[src/rtl/adc_sample_packer.sv]
// adc_sample_packer
// Takes one 64-bit ADC word per valid cycle and keeps one word out of every
// dec_ratio+1. Kept words are paired into 128-bit beats {second, first}.
// Beats are buffered in a small FIFO in front of an AXI-Stream master.
// The ADC side cannot stall. A beat that finds the FIFO full, with no pop in
// the same cycle, is dropped and counted. tlast framing counts only beats that
// actually entered the FIFO.

module adc_sample_packer #(
    parameter int FIFO_DEPTH  = 16,   // power of 2, >= 2
    parameter int BURST_BEATS = 256   // beats per tlast frame, >= 1
) (
    input  logic                          axi_aclk,
    input  logic                          axi_aresetn,
    input  logic                          en,
    input  logic [7:0]                    dec_ratio,
    input  logic [63:0]                   s_data,
    input  logic                          s_valid,
    output logic [127:0]                  m_axis_tdata,
    output logic                          m_axis_tvalid,
    input  logic                          m_axis_tready,
    output logic                          m_axis_tlast,
    output logic                          overflow,
    input  logic                          ovf_clr,
    output logic [15:0]                   drop_count,
    output logic [$clog2(FIFO_DEPTH):0]   fifo_level
);

    localparam int AW = $clog2(FIFO_DEPTH);
    localparam int BW = (BURST_BEATS > 1) ? $clog2(BURST_BEATS) : 1;
    localparam logic [BW-1:0] LAST_BEAT  = BW'(BURST_BEATS - 1);
    localparam logic [AW:0]   FULL_LEVEL = (AW + 1)'(FIFO_DEPTH);

    // ------------------------------------------------------------------
    // Input side: decimation and pairing
    // ------------------------------------------------------------------
    logic [7:0]    dec_cnt;
    logic          half;
    logic [63:0]   lo_reg;
    logic          accept;
    logic          keep;
    logic          push;

    assign accept = s_valid & en;
    assign keep   = accept & (dec_cnt == 8'd0);
    // A beat is complete when the second word of a pair is kept.
    assign push   = keep & half;

    // Decimation counter: reload on a kept word, count down otherwise.
    // NOTE: sequential state uses non-blocking assignments only, so every
    // register samples the pre-edge value of every other register.
    always_ff @(posedge axi_aclk or negedge axi_aresetn) begin
        if (!axi_aresetn) begin
            dec_cnt <= 8'd0;
        end else if (!en) begin
            dec_cnt <= 8'd0;
        end else if (s_valid) begin
            if (dec_cnt == 8'd0) dec_cnt <= dec_ratio;
            else                 dec_cnt <= dec_cnt - 8'd1;
        end
    end

    // Pair builder: hold the first kept word until its partner arrives.
    // Dropping en discards a half-built pair.
    always_ff @(posedge axi_aclk or negedge axi_aresetn) begin
        if (!axi_aresetn) begin
            half   <= 1'b0;
            lo_reg <= 64'd0;
        end else if (!en) begin
            half   <= 1'b0;
        end else if (keep) begin
            if (!half) begin
                lo_reg <= s_data;
                half   <= 1'b1;
            end else begin
                half   <= 1'b0;
            end
        end
    end

    // ------------------------------------------------------------------
    // FIFO control
    // ------------------------------------------------------------------
    logic [AW-1:0] wr_ptr;
    logic [AW-1:0] rd_ptr;
    logic [AW:0]   count;
    logic [BW-1:0] beat_cnt;
    logic          full;
    logic          pop;
    logic          push_ok;
    logic          drop;
    logic [128:0]  wr_entry;
    logic [128:0]  head;

    assign full    = (count == FULL_LEVEL);
    assign pop     = m_axis_tvalid & m_axis_tready;
    // When the FIFO is full, a pop in the same cycle frees the slot being written.
    assign push_ok = push & (~full | pop);
    assign drop    = push & full & ~pop;
    assign wr_entry = {(beat_cnt == LAST_BEAT), s_data, lo_reg};

    // Frame position of the next stored beat. Dropped beats do not advance it.
    always_ff @(posedge axi_aclk or negedge axi_aresetn) begin
        if (!axi_aresetn) begin
            beat_cnt <= '0;
        end else if (push_ok) begin
            if (beat_cnt == LAST_BEAT) beat_cnt <= '0;
            else                       beat_cnt <= beat_cnt + 1'b1;
        end
    end

    // Beat storage, including the tlast flag of each beat.
    logic [128:0] mem [FIFO_DEPTH];

    // Write port of the storage array.
    // NOTE: the array has no reset. Validity comes only from the reset pointers
    // and count, so resetting the contents would add logic for no benefit.
    always_ff @(posedge axi_aclk) begin
        if (push_ok) mem[wr_ptr] <= wr_entry;
    end

    // Pointers and occupancy. Push and pop in the same cycle leave count unchanged.
    always_ff @(posedge axi_aclk or negedge axi_aresetn) begin
        if (!axi_aresetn) begin
            wr_ptr <= '0;
            rd_ptr <= '0;
            count  <= '0;
        end else begin
            if (push_ok) wr_ptr <= wr_ptr + 1'b1;
            if (pop)     rd_ptr <= rd_ptr + 1'b1;
            unique case ({push_ok, pop})
                2'b10:   count <= count + 1'b1;
                2'b01:   count <= count - 1'b1;
                default: count <= count;
            endcase
        end
    end

    // Overflow bookkeeping. A drop in the same cycle as a clear takes priority.
    always_ff @(posedge axi_aclk or negedge axi_aresetn) begin
        if (!axi_aresetn) begin
            overflow   <= 1'b0;
            drop_count <= 16'd0;
        end else if (drop) begin
            overflow <= 1'b1;
            if (ovf_clr)                     drop_count <= 16'd1;
            else if (drop_count != 16'hFFFF) drop_count <= drop_count + 16'd1;
        end else if (ovf_clr) begin
            overflow   <= 1'b0;
            drop_count <= 16'd0;
        end
    end

    // ------------------------------------------------------------------
    // AXI-Stream output: the head entry is presented directly.
    // It stays stable until popped because rd_ptr only moves on a pop.
    // ------------------------------------------------------------------
    assign head          = mem[rd_ptr];
    assign m_axis_tvalid = (count != '0);
    // Output is gated so tdata and tlast read 0 whenever the FIFO is empty.
    assign m_axis_tdata  = m_axis_tvalid ? head[127:0] : 128'd0;
    assign m_axis_tlast  = m_axis_tvalid & head[128];
    assign fifo_level    = count;

endmodule
[config.mk]
export PLATFORM = sky130hd
export DESIGN_NAME = adc_sample_packer
export DESIGN_NICKNAME = d
export VERILOG_FILES = /design/src/rtl/adc_sample_packer.sv
export SDC_FILE = /design/constraint.sdc
export NUM_CORES = 2
export LEC_CHECK = 0
export ABC_AREA = 1
export CAP_MARGIN = 20
export CORE_UTILIZATION = 35
export DETAILED_ROUTE_END_ITERATION = 7
export MAX_ROUTING_LAYER = met4
export PLACE_DENSITY = 0.5
export SLEW_MARGIN = 10
export SYNTH_ARGS = -nofsm -noshare
export SYNTH_HDL_FRONTEND = slang
export SYNTH_SLANG_ARGS = --single-unit
[constraint.sdc]
create_clock -name axi_aclk -period 19.8 [get_ports axi_aclk]
set_clock_uncertainty 0.15 [all_clocks]
set_input_delay 3.96 -clock axi_aclk [delete_from_list [all_inputs] [get_ports axi_aclk]]
set_output_delay 3.96 -clock axi_aclk [all_outputs]
set_load 0.05 [all_outputs]
==> reports/qor.json <==
{
  "cts_inserted_buffers": {"value": 224},
  "power_leakage": {"value": 30.3, "unit": "nW"},
  "worstMarginPinSlew": {"value": 1.20, "unit": "ns"},
  "fraction_of_power_consumed_by_sequential_logic": {"value": 0.380},
  "layout.area.seq": {"value": 64800, "unit": "um2"},
  "drt_first_iter_violations": {"value": 5116},
  "synthesis.area": {"value": 84700, "unit": "um2"},
  "irDropWorstVdd": {"value": 0.156, "unit": "mV"},
  "sw_frac_of_total": {"value": 0.407},
  "timing.critical_path.to_type": {"value": "primary output"},
  "max_capacitance_violation_count": {"value": 0},
  "port-buffer-count": {"value": 229},
  "clock_insertion_delay_worst_skew": {"value": 0.87, "unit": "ns"},
  "die-area": {"value": 244000, "unit": "um2"},
  "postCtsResizedCells": {"value": 0},
  "clock_power_share": {"value": 0.261},
  "mapped_avg_cell_area": {"value": 14.1, "unit": "um2"},
  "via_count": {"value": 52900},
  "routed_wire_length_per_instance": {"value": 27.5, "unit": "um"},
  "seq_area_frac_synth": {"value": 0.764},
  "post-route-util": {"value": 0.405},
  "cp_slowest_stage_delay": {"value": 0.94, "unit": "ns"},
  "critical_path.slowest_cell": {"value": "sky130_fd_sc_hd__dfrtp_4"},
  "io_pins": {"value": 230},
  "maximum_clock_frequency": {"value": 0.0902, "unit": "GHz"},
  "grt_first_pass_wirelength": {"value": 375, "unit": "mm"},
  "final_min_period_over_clock_period": {"value": 0.560},
  "internal_pwr_total": {"value": 9.36, "unit": "mW"},
  "worstPathRequired": {"value": 15.69, "unit": "ns"},
  "cts_root_buf": {"value": "sky130_fd_sc_hd__clkbuf_16"},
  "post-dp-hpwl": {"value": 132, "unit": "mm"},
  "grtUsageTotal": {"value": 0.217},
  "design.final.nets": {"value": 6177},
  "rr_startpoint": {"value": "dec_cnt[0]"},
  "slew_violations": {"value": 0},
  "timing.setup.tns": {"value": 0, "unit": "ns"},
  "clockBufferDepth": {"value": 3},
  "dp_slack": {"value": 9.66, "unit": "ns"},
  "timing.critical_path.from_type": {"value": "flip-flop"},
  "cts_sink_count": {"value": 2175},
  "timing.final.crit_period": {"value": 11.08, "unit": "ns"},
  "die_h": {"value": 494, "unit": "um"},
  "post_synth_edffs": {"value": 2064},
  "post-route-drc-count": {"value": 0},
  "final_antenna_net_count": {"value": 0},
  "power_density": {"value": 162, "unit": "nW/um2"},
  "mappedNetlistNets": {"value": 6081},
  "drive_gt1_frac": {"value": 0.0812},
  "largest_reg_flops": {"value": 2064},
  "cts_hold_repair.buffers": {"value": 0},
  "first_global_vias": {"value": 52200},
  "run_status": {"value": "finished, final reports clean"},
  "timing.critical_path.mode_cell": {"value": "sky130_fd_sc_hd__buf_4"},
  "via_per_inst": {"value": 5.58},
  "p_sw": {"value": 6.42, "unit": "mW"},
  "multi_input_comb_area": {"value": 17900, "unit": "um2"},
  "slew_headroom": {"value": 0.202},
  "globalRoute.totalOverflow": {"value": 0},
  "synthesis.yosys.warnings": {"value": 0},
  "postSynthRegisterBits": {"value": 2175},
  "part_of_the_total_power_dissipated_in_combinational_logic": {"value": 0.359},
  "initial_antenna_violation_count": {"value": 38},
  "post_synth_num_cell_types": {"value": 44},
  "die_width": {"value": 494, "unit": "um"},
  "start_util": {"value": 0.352},
  "grt_max_degree": {"value": 227},
  "layout-area-overhead-vs-synth": {"value": 14.8, "unit": "%"},
  "most_frequent_cells_in_the_layout": {"value": "sky130_fd_sc_hd__edfxtp_1, sky130_fd_sc_hd__nor2_1, sky130_fd_sc_hd__o21ai_0"},
  "timing.final.ws_setup": {"value": 8.72, "unit": "ns"},
  "post_cts_buffers": {"value": 0},
  "setup_repair_after_global_routing_missed_its_margin": {"value": "false"},
  "min-delay-path-class": {"value": "reg2reg"},
  "report.final.setup_viol": {"value": 0},
  "place_congestion": {"value": 0.776},
  "hold_path_startpoint": {"value": "beat_cnt[4]"},
  "drt_wl_total": {"value": 261, "unit": "mm"},
  "placementRows": {"value": 180},
  "startpoint_of_the_worst_setup_timing_path": {"value": "rd_ptr[0]"},
  "worst_setup_hold_path_clk_slew": {"value": 0.06, "unit": "ns"},
  "report.final.hold_viol_count": {"value": 0},
  "cts_tree": {"value": "yes"},
  "length_of_the_first_detailed_routing_pass_in_iterations": {"value": 5},
  "ys_dominant_reg_cell": {"value": "sky130_fd_sc_hd__edfxtp_1"},
  "asyncSetResetFlopFracSynth": {"value": 0.0510},
  "htreeDepth": {"value": 4},
  "post_synth_inst_count": {"value": 5992},
  "core_area": {"value": 241000, "unit": "um2"},
  "highest_fanout_seen_on_the_critical_path": {"value": 226},
  "worstPathCellList": {"value": "buf_4 > buf_12 > buf_4 > o21ai_0 > o221ai_1 > nand3_1 > a21oi_1 > clkdlybuf4s50_1"},
  "mostFrequentLayoutCell": {"value": "sky130_fd_sc_hd__edfxtp_1"},
  "worst_ep_arrival_time": {"value": 6.97, "unit": "ns"},
  "worst-setup-path-type": {"value": "reg2out"},
  "final_total_pwr": {"value": 15.8, "unit": "mW"},
  "filler_cell_count": {"value": 22200}
}
[final timing paths]
path,slack [ns],cells past startpoint,end
worst max register to register,14.22,11,mem[1][42]
worst min-delay path,0.33,1,beat_cnt[4]
worst min register to register,0.33,1,beat_cnt[4]
worst max-delay path,8.72,8,m_axis_tdata[19]
max in group asynchronous,15.22,2,lo_reg[0]
min in group asynchronous,2.93,1,drop_count[7]
[stage by stage]
stage	cells	instance area, um2	hold slack (ns)
global placement	9040	89900	0.312
floorplan	5992	84700	0.295
CTS	9459	97100	0.329
finish	9493	97300	0.331
detailed placement	9042	90000	0.318
global route	9484	97300	0.375
[per-layer routing]
metal | part of all wire | global-route usage | vias up
met5 | 0 | - | -
met4 | 0.020 | 0.0475 | 0
met3 | 0.062 | 0.0316 | 323
met2 | 0.48 | 0.348 | 1634
met1 | 0.44 | 0.292 | 27700
li1 | - | - | 23300
[critical path, delay by kind of cell (launching register included)]
kind,cells,cell delay [ns]
buffers and inverters,4,3.44
AOI/OAI and AO/OA,3,1.05
DFF,1,0.94
and+or+nand+nor,1,0.09
[power by group through the flow]
stage | registers, mW | logic, mW | clock network [mW]
after floorplan | 5.75 | 3.70 | 0
after global placement | 6.09 | 5.65 | 0
after detailed placement | 6.10 | 5.67 | 0
after CTS | 6.01 | 5.69 | 4.19
after global routing | 6.03 | 6.08 | 4.35
final | 5.99 | 5.67 | 4.11
[cell families (layout without fill, tap and decap cells)]
family,Yosys count,after routing,synth area share
XOR/XNOR,21,21,0.00217
multiplexers,64,64,0.00850
adder cells (fa/ha/maj),11,11,0.00162
buffers and inverters,506,793,0.0264
flip-flops,2175,2175,0.764
AND/OR/NAND/NOR,1353,1353,0.0639
AO/OA/AOI/OAI,1862,1862,0.133
other,0,29,0
[cell usage after synthesis (64+ instances only)]
cell / count / area (um2)
sky130_fd_sc_hd__o211ai_1: 139 / 1040
sky130_fd_sc_hd__dfrtp_1: 111 / 2780
sky130_fd_sc_hd__a21oi_1: 132 / 661
sky130_fd_sc_hd__clkbuf_1: 337 / 1260
sky130_fd_sc_hd__mux2_2: 64 / 721
sky130_fd_sc_hd__edfxtp_1: 2064 / 62000
sky130_fd_sc_hd__o22ai_1: 140 / 876
sky130_fd_sc_hd__o221ai_1: 381 / 3340
sky130_fd_sc_hd__o21ai_0: 1004 / 5020
sky130_fd_sc_hd__nand2_1: 86 / 323
sky130_fd_sc_hd__nand3_1: 152 / 761
sky130_fd_sc_hd__nor2_1: 1074 / 4030
[cell type report]
class                           instances  area share
Sequential cell                      2175       0.666
Multi-Input combinational cell       3311       0.184
Clock buffer                          297      0.0615
Tap cell                             3185      0.0410
Timing Repair Buffer                  324      0.0333
Clock inverter                        120      0.0116
Inverter                               52     0.00253
Antenna cell                           29    0.000746
Power figures use the tool's default switching activity.
